## src/rtl/stack_game_ctrl_if.sv

```systemverilog
// Control/display bundle between the stacking-game sequencer and its environment.
// The master drives the game inputs, and the slave (the sequencer) drives the draw-side state.
interface stack_game_ctrl_if;
  logic        tick;
  logic        start;
  logic        btn_left;
  logic        btn_right;
  logic [10:0] spawn_rnd;
  logic [9:0]  pos_x;
  logic [31:0] colors;
  logic [9:0]  fall_x;
  logic [9:0]  fall_y;
  logic [1:0]  fall_clr;
  logic [4:0]  height;
  logic [1:0]  misses;
  logic        game_over;
  logic        win;

  modport master (
    output tick, start, btn_left, btn_right, spawn_rnd,
    input  pos_x, colors, fall_x, fall_y, fall_clr, height, misses, game_over, win
  );

  modport slave (
    input  tick, start, btn_left, btn_right, spawn_rnd,
    output pos_x, colors, fall_x, fall_y, fall_clr, height, misses, game_over, win
  );
endinterface

```

## src/rtl/stack_game_ctrl.sv

```systemverilog
// Stacking-game sequencer: platform position, 16-layer color stack and falling block.
// Game state advances on frame ticks; all outputs come straight from registers.
module stack_game_ctrl #(
  parameter int unsigned WIDTH        = 100,
  parameter int unsigned HEIGHT_RATIO = 20,
  parameter int unsigned BASE_Y       = 400,
  parameter int unsigned SCREEN_W     = 640,
  parameter int unsigned STEP         = 4,
  parameter int unsigned FALL_STEP    = 4,
  parameter int unsigned TOL          = 50,
  parameter int unsigned MAX_MISS     = 3
) (
  input  logic              dclk,
  input  logic              rst_n,
  stack_game_ctrl_if.slave  bus
);

  localparam logic [9:0]  PosMax   = 10'(SCREEN_W - WIDTH);
  localparam logic [9:0]  PosInit  = 10'((SCREEN_W - WIDTH) / 2);
  localparam logic [9:0]  Step     = 10'(STEP);
  localparam logic [10:0] BaseY    = 11'(BASE_Y);
  localparam logic [10:0] Ratio    = 11'(HEIGHT_RATIO);
  localparam logic [10:0] FallStep = 11'(FALL_STEP);
  localparam logic [10:0] Tol      = 11'(TOL);
  localparam logic [1:0]  MaxMiss  = 2'(MAX_MISS);

  typedef enum logic [2:0] {StIdle, StSpawn, StFall, StLand, StOver, StFull} state_e;

  state_e      state_q, state_d;
  logic [9:0]  pos_x_q, pos_x_d;
  logic [31:0] colors_q, colors_d;
  logic [9:0]  fall_x_q, fall_x_d;
  logic [9:0]  fall_y_q, fall_y_d;
  logic [1:0]  fall_clr_q, fall_clr_d;
  logic [4:0]  height_q, height_d;
  logic [1:0]  misses_q, misses_d;
  logic        game_over_q, game_over_d;
  logic        win_q, win_d;

  logic [9:0]  pos_step;
  logic [10:0] land_y;
  logic [10:0] fall_y_nxt;
  logic        catch_hit;

  always_comb begin
    pos_step = pos_x_q;
    // Compare before stepping so the clamp never wraps.
    if (bus.btn_left && !bus.btn_right) begin
      pos_step = (pos_x_q < Step) ? '0 : pos_x_q - Step;
    end else if (bus.btn_right && !bus.btn_left) begin
      pos_step = (pos_x_q > PosMax - Step) ? PosMax : pos_x_q + Step;
    end
  end

  assign land_y     = BaseY - Ratio * {6'd0, height_q};
  assign fall_y_nxt = {1'b0, fall_y_q} + FallStep;
  assign catch_hit  = (({1'b0, fall_x_q} + Tol) > {1'b0, pos_x_q}) &&
                      (({1'b0, pos_x_q} + Tol) > {1'b0, fall_x_q});

  always_comb begin
    state_d     = state_q;
    pos_x_d     = pos_x_q;
    colors_d    = colors_q;
    fall_x_d    = fall_x_q;
    fall_y_d    = fall_y_q;
    fall_clr_d  = fall_clr_q;
    height_d    = height_q;
    misses_d    = misses_q;
    game_over_d = game_over_q;
    win_d       = win_q;

    unique case (state_q)
      StIdle, StOver, StFull: begin
        if (bus.start) begin
          state_d     = StSpawn;
          colors_d    = '0;
          height_d    = 5'd1;
          misses_d    = '0;
          pos_x_d     = PosInit;
          game_over_d = 1'b0;
          win_d       = 1'b0;
        end
      end
      StSpawn: begin
        if (bus.tick) pos_x_d = pos_step;
        fall_x_d   = {1'b0, bus.spawn_rnd[8:0]};
        fall_y_d   = '0;
        fall_clr_d = (bus.spawn_rnd[10:9] == 2'b00) ? 2'b01 : bus.spawn_rnd[10:9];
        state_d    = StFall;
      end
      StFall: begin
        if (bus.tick) begin
          pos_x_d = pos_step;
          if (fall_y_nxt >= land_y) begin
            fall_y_d = land_y[9:0];
            state_d  = StLand;
          end else begin
            fall_y_d = fall_y_nxt[9:0];
          end
        end
      end
      StLand: begin
        if (bus.tick) pos_x_d = pos_step;
        fall_clr_d = 2'b00;
        // Catch decision uses the platform position held before this cycle's move.
        if (catch_hit) begin
          colors_d[{height_q[3:0], 1'b0} +: 2] = fall_clr_q;
          height_d = height_q + 5'd1;
        end else begin
          misses_d = misses_q + 2'd1;
        end
        if (height_d == 5'd16) begin
          state_d = StFull;
          win_d   = 1'b1;
        end else if (misses_d == MaxMiss) begin
          state_d     = StOver;
          game_over_d = 1'b1;
        end else begin
          state_d = StSpawn;
        end
      end
      default: state_d = StIdle;
    endcase
  end

  always_ff @(posedge dclk or negedge rst_n) begin
    if (!rst_n) begin
      state_q     <= StIdle;
      pos_x_q     <= PosInit;
      colors_q    <= '0;
      fall_x_q    <= '0;
      fall_y_q    <= '0;
      fall_clr_q  <= '0;
      height_q    <= 5'd1;
      misses_q    <= '0;
      game_over_q <= 1'b0;
      win_q       <= 1'b0;
    end else begin
      state_q     <= state_d;
      pos_x_q     <= pos_x_d;
      colors_q    <= colors_d;
      fall_x_q    <= fall_x_d;
      fall_y_q    <= fall_y_d;
      fall_clr_q  <= fall_clr_d;
      height_q    <= height_d;
      misses_q    <= misses_d;
      game_over_q <= game_over_d;
      win_q       <= win_d;
    end
  end

  assign bus.pos_x     = pos_x_q;
  assign bus.colors    = colors_q;
  assign bus.fall_x    = fall_x_q;
  assign bus.fall_y    = fall_y_q;
  assign bus.fall_clr  = fall_clr_q;
  assign bus.height    = height_q;
  assign bus.misses    = misses_q;
  assign bus.game_over = game_over_q;
  assign bus.win       = win_q;

endmodule

```

## src/flat_wrapper.sv

```systemverilog
// flat-port wrapper written by rule: the top's interface ports become plain ports
module stack_game_ctrl_flat 
#(
  parameter int unsigned WIDTH        = 100,
  parameter int unsigned HEIGHT_RATIO = 20,
  parameter int unsigned BASE_Y       = 400,
  parameter int unsigned SCREEN_W     = 640,
  parameter int unsigned STEP         = 4,
  parameter int unsigned FALL_STEP    = 4,
  parameter int unsigned TOL          = 50,
  parameter int unsigned MAX_MISS     = 3
)
  (dclk, rst_n, bus_tick, bus_start, bus_btn_left, bus_btn_right, bus_spawn_rnd, bus_pos_x, bus_colors, bus_fall_x, bus_fall_y, bus_fall_clr, bus_height, bus_misses, bus_game_over, bus_win);
  stack_game_ctrl_if bus_i ();
  input  logic dclk;
  input  logic rst_n;
  input wire logic [$bits(bus_i.tick)-1:0] bus_tick;
  input wire logic [$bits(bus_i.start)-1:0] bus_start;
  input wire logic [$bits(bus_i.btn_left)-1:0] bus_btn_left;
  input wire logic [$bits(bus_i.btn_right)-1:0] bus_btn_right;
  input wire logic [$bits(bus_i.spawn_rnd)-1:0] bus_spawn_rnd;
  output wire logic [$bits(bus_i.pos_x)-1:0] bus_pos_x;
  output wire logic [$bits(bus_i.colors)-1:0] bus_colors;
  output wire logic [$bits(bus_i.fall_x)-1:0] bus_fall_x;
  output wire logic [$bits(bus_i.fall_y)-1:0] bus_fall_y;
  output wire logic [$bits(bus_i.fall_clr)-1:0] bus_fall_clr;
  output wire logic [$bits(bus_i.height)-1:0] bus_height;
  output wire logic [$bits(bus_i.misses)-1:0] bus_misses;
  output wire logic [$bits(bus_i.game_over)-1:0] bus_game_over;
  output wire logic [$bits(bus_i.win)-1:0] bus_win;
  assign bus_i.tick = bus_tick;
  assign bus_i.start = bus_start;
  assign bus_i.btn_left = bus_btn_left;
  assign bus_i.btn_right = bus_btn_right;
  assign bus_i.spawn_rnd = bus_spawn_rnd;
  assign bus_pos_x = bus_i.pos_x;
  assign bus_colors = bus_i.colors;
  assign bus_fall_x = bus_i.fall_x;
  assign bus_fall_y = bus_i.fall_y;
  assign bus_fall_clr = bus_i.fall_clr;
  assign bus_height = bus_i.height;
  assign bus_misses = bus_i.misses;
  assign bus_game_over = bus_i.game_over;
  assign bus_win = bus_i.win;
  stack_game_ctrl #(.WIDTH(WIDTH), .HEIGHT_RATIO(HEIGHT_RATIO), .BASE_Y(BASE_Y), .SCREEN_W(SCREEN_W), .STEP(STEP), .FALL_STEP(FALL_STEP), .TOL(TOL), .MAX_MISS(MAX_MISS)) u_core (.dclk(dclk), .rst_n(rst_n), .bus(bus_i));
endmodule
```

## config.mk

```make
export PLATFORM = sky130hd
export DESIGN_NAME = stack_game_ctrl_flat
export DESIGN_NICKNAME = d
export VERILOG_FILES = /design/src/rtl/stack_game_ctrl_if.sv /design/src/rtl/stack_game_ctrl.sv /design/src/flat_wrapper.sv
export SDC_FILE = /design/constraint.sdc
export NUM_CORES = 1
export LEC_CHECK = 0
export CAP_MARGIN = 20
export CORE_AREA = 3 3 120 88
export DETAILED_ROUTE_END_ITERATION = 7
export DIE_AREA = 0 0 123 91
export PLACE_DENSITY_LB_ADDON = 0.3
export SLEW_MARGIN = 20
export SYNTH_ARGS = -nofsm -noshare
export SYNTH_HDL_FRONTEND = slang
export SYNTH_SLANG_ARGS = --single-unit
```

## constraint.sdc

```tcl
create_clock -name dclk -period 4.35 [get_ports dclk]
set_clock_uncertainty 0.1 [all_clocks]
set_input_delay 0.6525 -clock dclk [delete_from_list [all_inputs] [get_ports dclk]]
set_output_delay 0.6525 -clock dclk [all_outputs]
set_load 0.02 [all_outputs]
```

==> metrics.txt <==
# TYPE chip_impl_metric gauge
chip_impl_metric{name="dp_hpwl",unit="mm"} 10.56
chip_impl_info{name="synth_top_flop_cell",value="dfrtp_1"} 1
chip_impl_metric{name="syn2layout_area_growth",unit="%"} 26.37
chip_impl_metric{name="layout.nets",unit=""} 730
chip_impl_metric{name="placement.io_buffers",unit=""} 85
chip_impl_metric{name="place.gp.congestion",unit=""} 0.9992
chip_impl_metric{name="ys_seq_elements",unit=""} 72
chip_impl_metric{name="drcViolationCount",unit=""} 0
chip_impl_metric{name="worst_setup_hold_path_clk_slew",unit="ns"} 0.06
chip_impl_metric{name="hold_violations",unit=""} 0
chip_impl_metric{name="whs",unit="ns"} 0.2701
chip_impl_metric{name="layoutNonFillerInstCount",unit=""} 803
chip_impl_metric{name="post-layout-total-power",unit="mW"} 4.064
chip_impl_metric{name="antenna_violation_net_count_after_detailed_routing",unit=""} 0
chip_impl_metric{name="dp_worst_slack",unit="ns"} 0.2491
chip_impl_metric{name="grt_pass1_wl",unit="mm"} 22.78
chip_impl_metric{name="number_of_enable_type_register_cells_in_the_synthesized_netlist",unit=""} 0
chip_impl_metric{name="final_period_minus_worst_setup_slack",unit="ns"} 4.089
chip_impl_metric{name="die_w",unit="um"} 123
chip_impl_metric{name="syn_avg_cell_area",unit="um^2"} 8.722
chip_impl_metric{name="drt_iter0_markers",unit=""} 424
chip_impl_metric{name="achievable-frequency",unit="GHz"} 0.2446
chip_impl_info{name="critPathCaptureType",value="flip-flop"} 1
chip_impl_metric{name="report.final.setup_viol",unit=""} 0
chip_impl_metric{name="via_per_inst",unit=""} 5.941
chip_impl_metric{name="synth_warnings",unit=""} 0
chip_impl_info{name="worst-setup-path-type",value="flip-flop to flip-flop"} 1
chip_impl_metric{name="synth_cell_types",unit=""} 66
chip_impl_info{name="timing.hold.worst.class",value="input port to asynchronous set/reset pin"} 1
chip_impl_metric{name="drive_above_1_share",unit=""} 0.07556
chip_impl_metric{name="fin_crit_sh",unit=""} 0.9400
chip_impl_metric{name="finalMaxSlewViolations",unit=""} 0
chip_impl_info{name="cts-root-buf",value="clkbuf_16"} 1
chip_impl_metric{name="arrival",unit="ns"} 4.25
chip_impl_metric{name="cts_max_level",unit=""} 3
chip_impl_metric{name="num_cts_buffers",unit=""} 9
chip_impl_metric{name="firstDrtPassIters",unit=""} 5
chip_impl_metric{name="detail_route.wirelength",unit="mm"} 14.04
chip_impl_metric{name="grt_pass1_vias",unit=""} 4507
chip_impl_metric{name="async_flop_share",unit=""} 1.000
chip_impl_info{name="crit-reg2reg-launch",value="u_core.bus.height[1]"} 1
chip_impl_metric{name="power.ir.vdd_worst",unit="mV"} 0.4867
chip_impl_metric{name="initial_core_util",unit=""} 0.5336
chip_impl_metric{name="pin_count_of_the_biggest_net_entering_global_routing",unit=""} 40
chip_impl_metric{name="max_cap_violations",unit=""} 0
chip_impl_metric{name="crit_fanout",unit=""} 14
chip_impl_metric{name="synthesis.instances",unit=""} 581
chip_impl_metric{name="worst_skew_pair.late_latency",unit="ns"} 0.34
chip_impl_metric{name="holdBufCountCts",unit=""} 0
chip_impl_metric{name="worstMarginPinSlew",unit="ns"} 0.9058
chip_impl_metric{name="synth_seq_area_share",unit=""} 0.3568
chip_impl_metric{name="power.leakage",unit="nW"} 2.849
chip_impl_metric{name="core.rowCount",unit=""} 30
chip_impl_metric{name="detailroute.via_count",unit=""} 4771
chip_impl_info{name="tritoncts",value="done"} 1
chip_impl_metric{name="fill_cell_count",unit=""} 753
chip_impl_metric{name="wire_per_inst",unit="um"} 17.48
chip_impl_info{name="run_status",value="complete, no violations"} 1
chip_impl_metric{name="global_route.overflow_total",unit=""} 0
chip_impl_metric{name="die_area",unit="um^2"} 11190
chip_impl_metric{name="timing.critical_path.required",unit="ns"} 4.51
chip_impl_metric{name="antenna_cells_inserted",unit=""} 0
chip_impl_info{name="crit_start",value="u_core.bus.height[1]"} 1
chip_impl_metric{name="antenna_found_initial",unit=""} 0
chip_impl_metric{name="dieHeight",unit="um"} 91
chip_impl_metric{name="cts_num_sinks",unit=""} 72
chip_impl_metric{name="aggregate_global_route_resource_usage",unit=""} 0.2543
chip_impl_metric{name="cts_buffer_depth",unit=""} 2
chip_impl_metric{name="final.setup.worst_slack",unit="ns"} 0.2609
chip_impl_info{name="start_kind",value="flip-flop"} 1
chip_impl_metric{name="coreArea",unit="um^2"} 9497
chip_impl_metric{name="place_inst",unit=""} 784
chip_impl_metric{name="slew_headroom",unit=""} 0.3939
chip_impl_metric{name="io_pins",unit=""} 90
chip_impl_metric{name="power_density_over_the_cells",unit="nW/um^2"} 634.6
chip_impl_metric{name="post_synth_instance_area",unit="um^2"} 5067
flip-flops by register name, indices dropped and copies added (netlist names):
name                  flops
u_core.bus.colors        32
u_core.bus.fall_x         9
u_core.bus.pos_x          9
u_core.bus.fall_y         8
u_core.bus.height         5
u_core.state_q            3
u_core.bus.fall_clr       2
u_core.bus.misses         2
u_core.bus.game_over      1
u_core.bus.win            1
what timing repair did:
item	CTS	global route
setup endpoints to repair	0	1
buffers inserted	0	3
gates resized for setup	0	1
power breakdown:
group	total (mW)	internal, mW	leakage (nW)	switching, mW
sequential	0.996	0.815	0.961	0.181
combinational	2.27	0.917	1.74	1.35
clock	0.802	0.505	0.149	0.297
total	4.06	2.24	2.85	1.83
metrics by stage:
step / util / area, um^2 / setup TNS, ns
2_1_floorplan: - / 5079 / 0
3_3_place_gp: 0.6372 / 6051 / 0
3_5_place_dp: 0.6372 / 6051 / 0
4_1_cts: 0.6710 / 6372 / 0
5_1_grt: 0.6743 / 6404 / -0.003671
6_report: 0.6743 / 6404 / 0
per-layer routing:
metal / track usage / vias to the layer above / routed length (um)
met3: 0.07223 / 14 / 1153
li1: - / 2272 / -
met1: 0.3658 / 2276 / 6519
met2: 0.3834 / 209 / 6208
met4: 0.05253 / 0 / 156
met5: 0 / - / 0
layout make-up:
| cell class | count | area [um^2] | area share |
|---|---|---|---|
| multi-input combinational | 447 | 2998 | 0.4682 |
| sequential | 72 | 1808 | 0.2823 |
| timing repair buffer | 101 | 969.7 | 0.1514 |
| clock buffer | 10 | 229.0 | 0.03576 |
| tap | 128 | 160.2 | 0.02501 |
| inverter | 39 | 146.4 | 0.02286 |
| clock inverter | 6 | 92.59 | 0.01446 |
critical path, cell delays in order, from the launching register on:
cell,delay (ns)
dfrtp_1,0.38
ha_1,0.29
ha_1,0.16
inv_1,0.06
fa_1,0.56
nand3b_1,0.13
and2_1,0.20
mux2_2,0.26
a222oi_1,0.35
ha_1,0.30
o21ai_0,0.08
nand2b_1,0.09
and3_1,0.19
a211oi_2,0.20
buf_6,0.18
mux2_2,0.34
o22ai_1,0.15
kinds of logic (layout without fill, tap and decap cells):
logic type | after synthesis | count (layout) | share of synthesized area
buffers and inverters | 65 | 156 | 0.05481
XOR/XNOR | 31 | 31 | 0.05358
AND/OR/NAND/NOR | 184 | 184 | 0.1849
other | 1 | 4 | 0.0007400
multiplexers | 10 | 10 | 0.02049
adder cells (fa/ha/maj) | 43 | 43 | 0.1077
flip-flops | 72 | 72 | 0.3568
AO/OA/AOI/OAI | 175 | 175 | 0.2210
placed cells by master (no fill, tap or decap), types with 5 or more instances in the layout:
cell             count
buf_4               15
nand2b_1            12
xor2_1               8
inv_1               39
o21ai_0             59
and2_1               7
o2bb2ai_1           10
nor2_1              33
nand3_1             23
nand2_1             54
xnor2_1             23
and3_1               5
clkbuf_16            9
dfstp_2              5
a21o_1              11
clkdlybuf4s50_1     84
nand4_1              6
ha_1                42
dfrtp_1             67
a32o_1              14
mux2i_1              7
or2_1                5
a21oi_1             45
nor3_1               9
final timing paths:
path	slack (ns)	cells past startpoint	end
max in group asynchronous	2.87	2	u_core.bus.pos_x[3]
setup / recovery	0.26	16	u_core.bus.fall_y[8]
min in group dclk	0.39	1	u_core.bus.colors[23]
hold / removal	0.27	1	u_core.bus.colors[25]
setup reg to reg	0.26	16	u_core.bus.fall_y[8]
hold reg to reg	0.39	1	u_core.bus.colors[23]
cells in the mapped netlist, types with 10 or more instances:
master / count / area share
o2bb2ai_1: 10 / 0.017
nand3_1: 23 / 0.023
nor2_1: 33 / 0.024
nand2_1: 54 / 0.040
a21oi_1: 45 / 0.044
xnor2_1: 23 / 0.040
dfrtp_1: 67 / 0.33
ha_1: 42 / 0.10
inv_1: 39 / 0.029
a21o_1: 11 / 0.016
nand2b_1: 12 / 0.015
a32o_1: 14 / 0.028
clkbuf_1: 16 / 0.012
o21ai_0: 59 / 0.058
Power figures use the tool's default switching activity.
